`config.mk`:
```
export PLATFORM = sky130hd
export DESIGN_NAME = floor_call_scheduler_flat
export DESIGN_NICKNAME = d
export VERILOG_FILES = /design/src/rtl/floor_call_scheduler_if.sv /design/src/rtl/floor_call_scheduler.sv /design/src/flat_wrapper.sv
export SDC_FILE = /design/constraint.sdc
export NUM_CORES = 1
export LEC_CHECK = 0
export CAP_MARGIN = 20
export CORE_MARGIN = 2
export CORE_UTILIZATION = 53
export CTS_BUF_LIST = sky130_fd_sc_hd__clkbuf_16
export DETAILED_ROUTE_END_ITERATION = 16
export PLACE_DENSITY = 0.79
export SKIP_LAST_GASP = 1
export SLEW_MARGIN = 20
export SYNTH_ARGS = -nofsm -noshare
export SYNTH_HDL_FRONTEND = slang
export SYNTH_SLANG_ARGS = --single-unit
```
`constraint.sdc`:
```
create_clock -name clk -period 2.97 [get_ports clk]
set_clock_uncertainty 0.05 [all_clocks]
set_input_delay 0.297 -clock clk [delete_from_list [all_inputs] [get_ports clk]]
set_output_delay 0.297 -clock clk [all_outputs]
set_load 0.03 [all_outputs]
```
`src/rtl/floor_call_scheduler_if.sv`:
```
// floor_call_scheduler_if
//   Bundles the call buttons, the floor-controller handshake and the status
//   outputs of floor_call_scheduler.
//   master : drives call_btn and present_floor and observes the status (the
//            floor controller side, or a testbench).
//   slave  : the scheduler itself.
//   Signals:
//     call_btn[3:0]        level-sensitive call buttons, bit i = floor i
//     present_floor[3:0]   one-hot current floor
//     requested_floor[3:0] registered one-hot target floor
//     pending[3:0]         registered outstanding-call bitmap
//     door_open            high while dwelling at a served floor
//     dir_up               sweep direction, 1 = up
//     busy                 high whenever the scheduler is not idle
//     fault                sticky flag for a non-one-hot present_floor
interface floor_call_scheduler_if;
  logic [3:0] call_btn;
  logic [3:0] present_floor;
  logic [3:0] requested_floor;
  logic [3:0] pending;
  logic       door_open;
  logic       dir_up;
  logic       busy;
  logic       fault;

  modport master (
    output call_btn, present_floor,
    input  requested_floor, pending, door_open, dir_up, busy, fault
  );

  modport slave (
    input  call_btn, present_floor,
    output requested_floor, pending, door_open, dir_up, busy, fault
  );
endinterface

```
`src/rtl/floor_call_scheduler.sv`:
```
// floor_call_scheduler
//   Four-floor SCAN call scheduler. Latches call buttons into a pending
//   bitmap, chooses the nearest pending floor in the current sweep direction
//   (reversing when that direction is empty), drives the target to the floor
//   controller and holds the door open for DWELL_CYCLES cycles at each
//   served floor. A non-one-hot present_floor sets a sticky fault that parks
//   the scheduler until reset.
//   Ports:
//     clk    rising-edge clock
//     rst_n  asynchronous active-low reset
//     bus    floor_call_scheduler_if.slave (buttons, floors, status)
//   Parameter:
//     DWELL_CYCLES  door-open time in cycles, 1..255
//   Build option:
//     BTN_SYNC_EN   when defined, call_btn passes through a two-flop
//                   synchronizer, adding two cycles of button latency.
//
//   state    | meaning
//   ---------+------------------------------------------------------------
//   ST_IDLE  | no target; requested_floor follows present_floor
//   ST_MOVE  | travelling; requested_floor = nearest SCAN target
//   ST_DWELL | door open at a served floor for DWELL_CYCLES cycles
module floor_call_scheduler #(
  parameter int DWELL_CYCLES = 4
) (
  input  logic                  clk,
  input  logic                  rst_n,
  floor_call_scheduler_if.slave bus
);
  localparam logic [1:0] ST_IDLE  = 2'd0;
  localparam logic [1:0] ST_MOVE  = 2'd1;
  localparam logic [1:0] ST_DWELL = 2'd2;
  localparam logic [7:0] DWELL_LOAD = 8'(DWELL_CYCLES);

  logic [1:0] state_q, state_d;
  logic [3:0] pending_q, pending_d;
  logic [3:0] req_q, req_d;
  logic       dir_q, dir_d;
  logic       fault_q, fault_d;
  logic [7:0] cnt_q, cnt_d;

  logic [3:0] btn;
  logic [3:0] pf;
  logic       pf_ok;
  logic [3:0] above_m, below_m, above, below;
  logic [3:0] near_up, near_dn, target;
  logic       tgt_dir;

  assign pf = bus.present_floor;

`ifdef BTN_SYNC_EN
  logic [3:0] sync1_q, sync2_q;

  always_ff @(posedge clk or negedge rst_n) begin
    if (!rst_n) begin
      sync1_q <= 4'b0000;
      sync2_q <= 4'b0000;
    end else begin
      sync1_q <= bus.call_btn;
      sync2_q <= sync1_q;
    end
  end

  assign btn = sync2_q;
`else
  assign btn = bus.call_btn;
`endif

  assign pf_ok = (pf != 4'b0000) && ((pf & (pf - 4'd1)) == 4'b0000);

  // Floors strictly above / below the current one.
  assign above_m = {pf[2] | pf[1] | pf[0], pf[1] | pf[0], pf[0], 1'b0};
  assign below_m = {1'b0, pf[3], pf[3] | pf[2], pf[3] | pf[2] | pf[1]};
  assign above   = pending_q & above_m;
  assign below   = pending_q & below_m;

  // Nearest above is the lowest set bit; nearest below is the highest.
  assign near_up = above & (~above + 4'd1);
  assign near_dn = below[3] ? 4'b1000 :
                   below[2] ? 4'b0100 :
                   below[1] ? 4'b0010 :
                   below[0] ? 4'b0001 : 4'b0000;

  always_comb begin
    target  = pf;
    tgt_dir = dir_q;
    if (dir_q) begin
      if (above != 4'b0000) begin
        target = near_up;
      end else if (below != 4'b0000) begin
        target  = near_dn;
        tgt_dir = 1'b0;
      end
    end else begin
      if (below != 4'b0000) begin
        target = near_dn;
      end else if (above != 4'b0000) begin
        target  = near_up;
        tgt_dir = 1'b1;
      end
    end
  end

  always_comb begin
    state_d   = state_q;
    pending_d = pending_q;
    req_d     = req_q;
    dir_d     = dir_q;
    cnt_d     = cnt_q;
    fault_d   = fault_q;
    if (fault_q || !pf_ok) begin
      // Parked: everything frozen except the forced safe outputs.
      fault_d = 1'b1;
      state_d = ST_IDLE;
      req_d   = 4'b0001;
      cnt_d   = 8'd0;
    end else begin
      // A press for the floor being dwelt at is already being served.
      pending_d = pending_q | ((state_q == ST_DWELL) ? (btn & ~pf) : btn);
      case (state_q)
        ST_IDLE: begin
          if ((pending_q & pf) != 4'b0000) state_d = ST_DWELL;
          else if (pending_q != 4'b0000)   state_d = ST_MOVE;
        end
        ST_MOVE: begin
          if ((pf == req_q) && ((pending_q & pf) != 4'b0000)) state_d = ST_DWELL;
        end
        ST_DWELL: begin
          if (cnt_q <= 8'd1) state_d = (pending_q != 4'b0000) ? ST_MOVE : ST_IDLE;
        end
        default: state_d = ST_IDLE;
      endcase
      if ((state_q == ST_DWELL) && (cnt_q != 8'd0)) cnt_d = cnt_q - 8'd1;
      // Entering DWELL: clear beats a same-cycle press for this floor.
      if ((state_d == ST_DWELL) && (state_q != ST_DWELL)) begin
        pending_d = pending_d & ~pf;
        cnt_d     = DWELL_LOAD;
      end
      if (state_d == ST_MOVE) begin
        req_d = target;
        dir_d = tgt_dir;
      end else begin
        req_d = pf;
      end
    end
  end

  always_ff @(posedge clk or negedge rst_n) begin
    if (!rst_n) begin
      state_q   <= ST_IDLE;
      pending_q <= 4'b0000;
      req_q     <= 4'b0001;
      dir_q     <= 1'b1;
      fault_q   <= 1'b0;
      cnt_q     <= 8'd0;
    end else begin
      state_q   <= state_d;
      pending_q <= pending_d;
      req_q     <= req_d;
      dir_q     <= dir_d;
      fault_q   <= fault_d;
      cnt_q     <= cnt_d;
    end
  end

  assign bus.requested_floor = req_q;
  assign bus.pending         = pending_q;
  assign bus.door_open       = (state_q == ST_DWELL);
  assign bus.dir_up          = dir_q;
  assign bus.busy            = (state_q != ST_IDLE);
  assign bus.fault           = fault_q;
endmodule

```
`src/flat_wrapper.sv`:
```
// flat-port wrapper written by rule: the top's interface ports become plain ports
module floor_call_scheduler_flat 
#(
  parameter int DWELL_CYCLES = 4
)
  (clk, rst_n, bus_call_btn, bus_present_floor, bus_requested_floor, bus_pending, bus_door_open, bus_dir_up, bus_busy, bus_fault);
  floor_call_scheduler_if bus_i ();
  input  logic clk;
  input  logic rst_n;
  input wire logic [$bits(bus_i.call_btn)-1:0] bus_call_btn;
  input wire logic [$bits(bus_i.present_floor)-1:0] bus_present_floor;
  output wire logic [$bits(bus_i.requested_floor)-1:0] bus_requested_floor;
  output wire logic [$bits(bus_i.pending)-1:0] bus_pending;
  output wire logic [$bits(bus_i.door_open)-1:0] bus_door_open;
  output wire logic [$bits(bus_i.dir_up)-1:0] bus_dir_up;
  output wire logic [$bits(bus_i.busy)-1:0] bus_busy;
  output wire logic [$bits(bus_i.fault)-1:0] bus_fault;
  assign bus_i.call_btn = bus_call_btn;
  assign bus_i.present_floor = bus_present_floor;
  assign bus_requested_floor = bus_i.requested_floor;
  assign bus_pending = bus_i.pending;
  assign bus_door_open = bus_i.door_open;
  assign bus_dir_up = bus_i.dir_up;
  assign bus_busy = bus_i.busy;
  assign bus_fault = bus_i.fault;
  floor_call_scheduler #(.DWELL_CYCLES(DWELL_CYCLES)) u_core (.clk(clk), .rst_n(rst_n), .bus(bus_i));
endmodule
```
Word level (Yosys, flattened, before mapping)
Cells that the tools add are included.
{"block": "word_totals", "ff_bits": 20, "wordCells": 78}
{"block": "classes", "add_sub_neg": 3, "reduce_logical": 17, "n_mux": 29, "n_lt_le_gt_ge": 1, "bitwise_logic": 16, "n_eq_ne": 6}
{"operator": "2-to-1 mux 4 bit", "n": 12}
{"operator": "AND 4 bit", "n": 6}
{"operator": "2-to-1 mux 8 bit", "n": 3}
{"operator": "nonzero test 4 bit", "n": 5}
{"operator": "2-to-1 mux 2 bit", "n": 6}
{"operator": "<= comparator 8 x 1 -> 1 bit, second input constant", "n": 1}
{"operator": "inverter 4 bit", "n": 2}
{"operator": "nonzero test 8 bit", "n": 1}
{"operator": "subtractor 8 x 1 -> 8 bit, second input constant", "n": 1}
{"operator": "2-to-1 mux 1 bit", "n": 7}
{"operator": "one-hot mux 2 bit (3 select lines)", "n": 1}
{"operator": "OR 1 bit", "n": 5}
{"operator": "adder 4 x 1 -> 4 bit, second input constant", "n": 1}
{"operator": "AND 4 x 3 -> 4 bit", "n": 1}
{"operator": "== test 2 x 1 -> 1 bit, second input constant", "n": 2}
{"operator": "== test 2 bit, second input constant", "n": 2}
{"operator": "== test 4 bit", "n": 1}
{"operator": "logical AND 1 bit", "n": 4}
{"operator": "logical NOT 4 bit", "n": 1}
{"operator": "OR 4 bit", "n": 1}
{"operator": "subtractor 4 x 1 -> 4 bit, second input constant", "n": 1}
{"operator": "nonzero test 3 bit", "n": 1}
{"operator": "logical NOT 2 bit", "n": 1}
{"operator": "!= test 2 bit, second input constant", "n": 1}
{"operator": "5 further kinds", "n": 5}

Depth between registers and ports, before layout
{"block": "depth", "depth_word": 12, "depth_mapped": 8, "mapped_depth_nobuf": 7}

Least setup slack after synthesis
Ideal clock, no wire load.
{"block": "synth_path", "path_kind": "reg2reg", "from": "register u_core.cnt_q[3]", "to": "register u_core.req_q[2] (netlist: u_core.bus.requested_floor[2])", "t_required_ns": 2.847, "path_slack_ns": 0.856, "path_stages_with_launch": 6, "arrival_ns": 1.991, "path_buffers": 0, "cell_sequence": "dfrtp_1 -> or4_4 -> o41ai_4 -> o211ai_4 -> a2111o_1 -> a21oi_2"}
{"block": "synth_between", "elab_chain_len": 7}
{"item": "from (decl)", "line_no": "floor_call_scheduler.sv:40", "source": "logic [7:0] cnt_q, cnt_d;"}
{"item": "from (signal assigned)", "line_no": "floor_call_scheduler.sv:162", "source": "cnt_q <= cnt_d;"}
{"item": "<= comparator 8 x 1 -> 1 bit", "line_no": "floor_call_scheduler.sv:129", "source": "if (cnt_q <= 8'd1) state_d = (pending_q != 4'b0000) ? ST_MOVE : ST_IDLE;"}
{"item": "2-to-1 mux 2 bit", "line_no": "floor_call_scheduler.sv:129"}
{"item": "one-hot mux 2 bit (3 select lines)", "line_no": "floor_call_scheduler.sv:120", "source": "case (state_q)"}
{"item": "2-to-1 mux 2 bit", "line_no": "floor_call_scheduler.sv:111", "source": "if (fault_q || !pf_ok) begin"}
{"item": "== test 2 x 1 -> 1 bit", "line_no": "floor_call_scheduler.sv:139", "source": "if (state_d == ST_MOVE) begin"}
{"item": "2-to-1 mux 4 bit", "line_no": "floor_call_scheduler.sv:139"}
{"item": "2-to-1 mux 4 bit", "line_no": "floor_call_scheduler.sv:111"}
{"item": "via u_core.req_d[2]", "line_no": "floor_call_scheduler.sv:37", "source": "logic [3:0] req_q, req_d;"}
{"item": "to (signal assigned)", "line_no": "floor_call_scheduler.sv:159", "source": "req_q <= req_d;"}
{"item": "to (decl)", "line_no": "floor_call_scheduler.sv:37"}
The timed path passes the listed nets, and every way through them passes these cells. The select of a mux whose other input is x is not followed.
A chain may end at the register's enable or synchronous reset.

Worst setup path in the final report
{"block": "layout_path", "from": "input port bus_present_floor[1]", "to": "register u_core.req_q[2] (netlist: u_core.bus.requested_floor[2])"}
{"block": "layout_between", "elab_chain_len": 10}
{"item": "from (decl)", "line_no": "flat_wrapper.sv:11", "source": "input wire logic [$bits(bus_i.present_floor)-1:0] bus_present_floor;"}
{"item": "OR 1 bit", "line_no": "floor_call_scheduler.sv:72", "source": "assign above_m = {pf[2] | pf[1] | pf[0], pf[1] | pf[0], pf[0], 1'b0};"}
{"item": "AND 4 bit", "line_no": "floor_call_scheduler.sv:74", "source": "assign above = pending_q & above_m;"}
{"item": "inverter 4 bit", "line_no": "floor_call_scheduler.sv:78", "source": "assign near_up = above & (~above + 4'd1);"}
{"item": "adder 4 x 1 -> 4 bit", "line_no": "floor_call_scheduler.sv:78"}
{"item": "AND 4 bit", "line_no": "floor_call_scheduler.sv:78"}
{"item": "2-to-1 mux 4 bit", "line_no": "floor_call_scheduler.sv:97", "source": "end else if (above != 4'b0000) begin"}
{"item": "2-to-1 mux 4 bit", "line_no": "floor_call_scheduler.sv:95", "source": "if (below != 4'b0000) begin"}
{"item": "2-to-1 mux 4 bit", "line_no": "floor_call_scheduler.sv:87", "source": "if (dir_q) begin"}
{"item": "2-to-1 mux 4 bit", "line_no": "floor_call_scheduler.sv:139"}
{"item": "2-to-1 mux 4 bit *", "line_no": "floor_call_scheduler.sv:111"}
{"item": "via u_core.req_d[2]", "line_no": "floor_call_scheduler.sv:37"}
Mark *: on every way through the listed nets, which the timed path passes. The rest lies on a longest branch. The select of a mux whose other input is x is not followed.

==> flow_metrics.py <==
metrics = {
    "yosys": {
        "seq_area_frac_synth_pct": 36.8,
        "synth_top_family_by_area": "compound AO/OA/AOI/OAI gates",
        "synth_area_um2": 1370,
        "synthMuxAreaShare_pct": 1.46,
        "ys_ff_latch": 20,
        "synth-edff-count": 0,
        "synthAdderAreaFrac_pct": 2.74,
        "syn_avg_cell_area_um2": 8.82,
        "synth_warnings": 0,
        "synthDistinctLibCells": 46,
        "synth_nets": 168,
        "ys_async_sr_fraction_pct": 100,
        "syn_inst": 155,
        "synthSimpleGateAreaFrac_pct": 17.2,
        "synth_top_flop_cell": "dfrtp_1",
        "synth_compound_area_share_pct": 29.9,
        "synth-xor-area-share_pct": 7.69,
    },
    "clock_network": {
        "cts_tree": "built",
        "cts_buffers": 3,
        "cts.htree.levels": 1,
        "clock_latency_ps": 250,
        "cts_max_path_buffers": 2,
        "cts_resized": 0,
        "clk_pin_slew_worst_paths_ps": 60,
        "root_buffer": "clkbuf_16",
        "clock_sinks": 20,
        "cts_hold_buf": 0,
        "post-cts-setup-buffers": 0,
    },
    "drt": {
        "wl_per_cell_um": 16.4,
        "drt-initial-drc-count": 63,
        "drt-pass1-iter-count": 7,
        "ant_nets": 0,
        "vias": 1301,
        "drc": 0,
        "viasPerCell": 6.35,
        "drt_wl_total_um": 3370,
    },
    "layout": {
        "nets": 189,
        "syn_to_final_growth_pct": 24.9,
        "final_cells": 205,
        "final_common_cell": "clkdlybuf4s50_1",
        "fillCellCount": 194,
        "drive_above_1_share_pct": 9.71,
        "final_cell_mix": "21 x clkdlybuf4s50_1, 18 x dfrtp_1, 17 x a21oi_1",
        "num_antenna_cells": 0,
    },
    "floorplanning": {
        "start_util_pct": 55.7,
        "die-height_um": 54.8,
        "io_pins": 22,
        "die-area_um2": 3000,
        "core-area_um2": 2450,
        "die_x_um": 54.8,
        "fp-row-count": 18,
    },
    "power_and_ir_drop": {
        "combPwrFrac_pct": 19.3,
        "p_int_mw": 0.612,
        "power_leakage_nw": 0.683,
        "p_switching_mw": 0.212,
        "p_per_area_nw_per_um2": 483,
        "ir_drop_uv": 320,
        "switching_share_pct": 25.7,
        "seqPwrFrac_pct": 35.7,
        "clock_power_share_pct": 44.9,
    },
    "setup_path": {
        "worstPathRequired_ps": 3100,
        "cp-end-kind": "flop",
        "start_kind": "input pin",
        "worst_ep_arrival_time_ps": 2570,
        "critPathKind": "in -> reg",
        "reg2reg_setup_slack_ps": 700,
        "critPathMaxFanout": 12,
    },
    "timing": {
        "worst_slew_pin_slew_ps": 922,
        "setup_viol": 0,
        "fin_setup_tns_ps": 0,
        "rsz0062_at_grt": "false",
        "final_max_slew_viol_count": 0,
        "max_slew_margin_pct": 38.3,
        "hold_viol_final": 0,
        "min_period_over_period_pct": 82.1,
        "fin_crit_ps": 2440,
        "fmax_mhz": 410,
    },
    "hold_path": {
        "hold_path.class": "in -> async",
    },
    "placed_design": {
        "gp_congestion": 0.825,
        "numPlacedInstances": 201,
        "hpwl_um": 2300,
        "io_buffers": 21,
    },
    "job": {
        "drv_cap": 0,
    },
    "grt": {
        "first_global_vias": 1208,
        "grt_max_degree": 21,
        "antenna_found_initial": 0,
        "grt_pass1_wl_um": 5490,
        "gr-usage-all-layers_pct": 25.5,
        "grt-ovfl-total": 0,
    },
    "run_status": {
        "status": "finished clean",
    },
}
## path summary, 6_finish.rpt
check | from | endpoint | cells past startpoint
max in group asynchronous | rst_n | u_core.state_q[1] | 1
hold reg to reg | u_core.bus.dir_up | u_core.bus.dir_up | 2
setup reg to reg | u_core.cnt_q[2] | u_core.bus.requested_floor[2] | 5
min in group clk | u_core.bus.dir_up | u_core.bus.dir_up | 2
setup / recovery | bus_present_floor[1] | u_core.bus.requested_floor[2] | 6
hold / removal | rst_n | u_core.cnt_q[5] | 1
## cell usage after synthesis, types with 2 or more instances
cell,number,area [um2]
a31oi_1,3,18.8
o21ai_0,10,50.1
inv_1,6,22.5
o31ai_1,3,22.5
nor3_1,4,20.0
buf_2,4,20.0
a21boi_0,2,15.0
a22oi_1,2,15.0
nor4_1,2,12.5
a21oi_1,17,85.1
nor2b_1,2,12.5
nand2_1,9,33.8
mux2i_1,2,20.0
nand3_1,3,15.0
o22ai_1,5,31.3
xor2_1,10,87.6
dfrtp_1,18,450
ha_1,3,37.5
nand2b_1,3,18.8
xnor2_1,2,17.5
dfstp_2,2,52.6
nor2_1,16,60.1
clkbuf_1,4,15.0
## power by group through the flow
| stage | sequential [mW] | clock (mW) | combinational [mW] |
|---|---|---|---|
| 4_1_cts | 0.294 | 0.377 | 0.157 |
| 5_1_grt | 0.297 | 0.383 | 0.173 |
| 3_3_place_gp | 0.299 | 0 | 0.153 |
| 3_5_place_dp | 0.299 | 0 | 0.155 |
| 2_1_floorplan | 0.299 | 0 | 0.0987 |
| 6_report | 0.295 | 0.370 | 0.159 |
## registers in the layout, summed over array words and instances (netlist names)
register / cells
u_core.state_q: 2
u_core.bus.requested_floor: 4
u_core.bus.pending: 4
u_core.bus.dir_up: 1
u_core.bus.fault: 1
u_core.cnt_q: 8
## routing by layer
layer  up-vias  share of wire, %  GRT usage [%]
li1        609                 -              -
met1       623                45           36.0
met2        67                48           39.9
met3         2               6.1           3.55
met4         0              0.56           7.92
met5         -                 0              0
## kinds of logic (layout without fill, tap and decap cells)
logic type,after synthesis,count (layout)
multiplexers,2,2
flip-flops,20,20
adder cells (fa/ha/maj),3,3
buffers and inverters,14,34
AND/OR/NAND/NOR,47,47
AO/OA/AOI/OAI,57,57
XOR/XNOR,12,12
## stage by stage
stage,area [um2],power [mW],hold slack (ps),setup slack (ps),utilization (%)
after floorplan,1370,0.398,-48.6,856,-
after global placement,1600,0.453,484,437,65.3
after detailed placement,1600,0.454,495,315,65.3
after CTS,1710,0.828,504,596,69.6
after global routing,1710,0.853,549,316,69.6
final,1710,0.825,506,531,69.6
## area by class of cell
cell class	instances	area, um2	area share [%]
Sequential cell	20	503	29.5
Multi-Input combinational cell	121	807	47.3
Timing Repair Buffer	24	233	13.6
Inverter	6	22.5	1.32
Clock buffer	3	75.1	4.40
Tap cell	30	37.5	2.20
Clock inverter	1	30.0	1.76
## worst max-delay path: stages
cell             delay, ps
clkdlybuf4s50_1        790
nor2_1                 150
o21ai_0                460
a21boi_0               280
a2111o_1               480
a21oi_2                110
(Power assumes the default switching activity.)
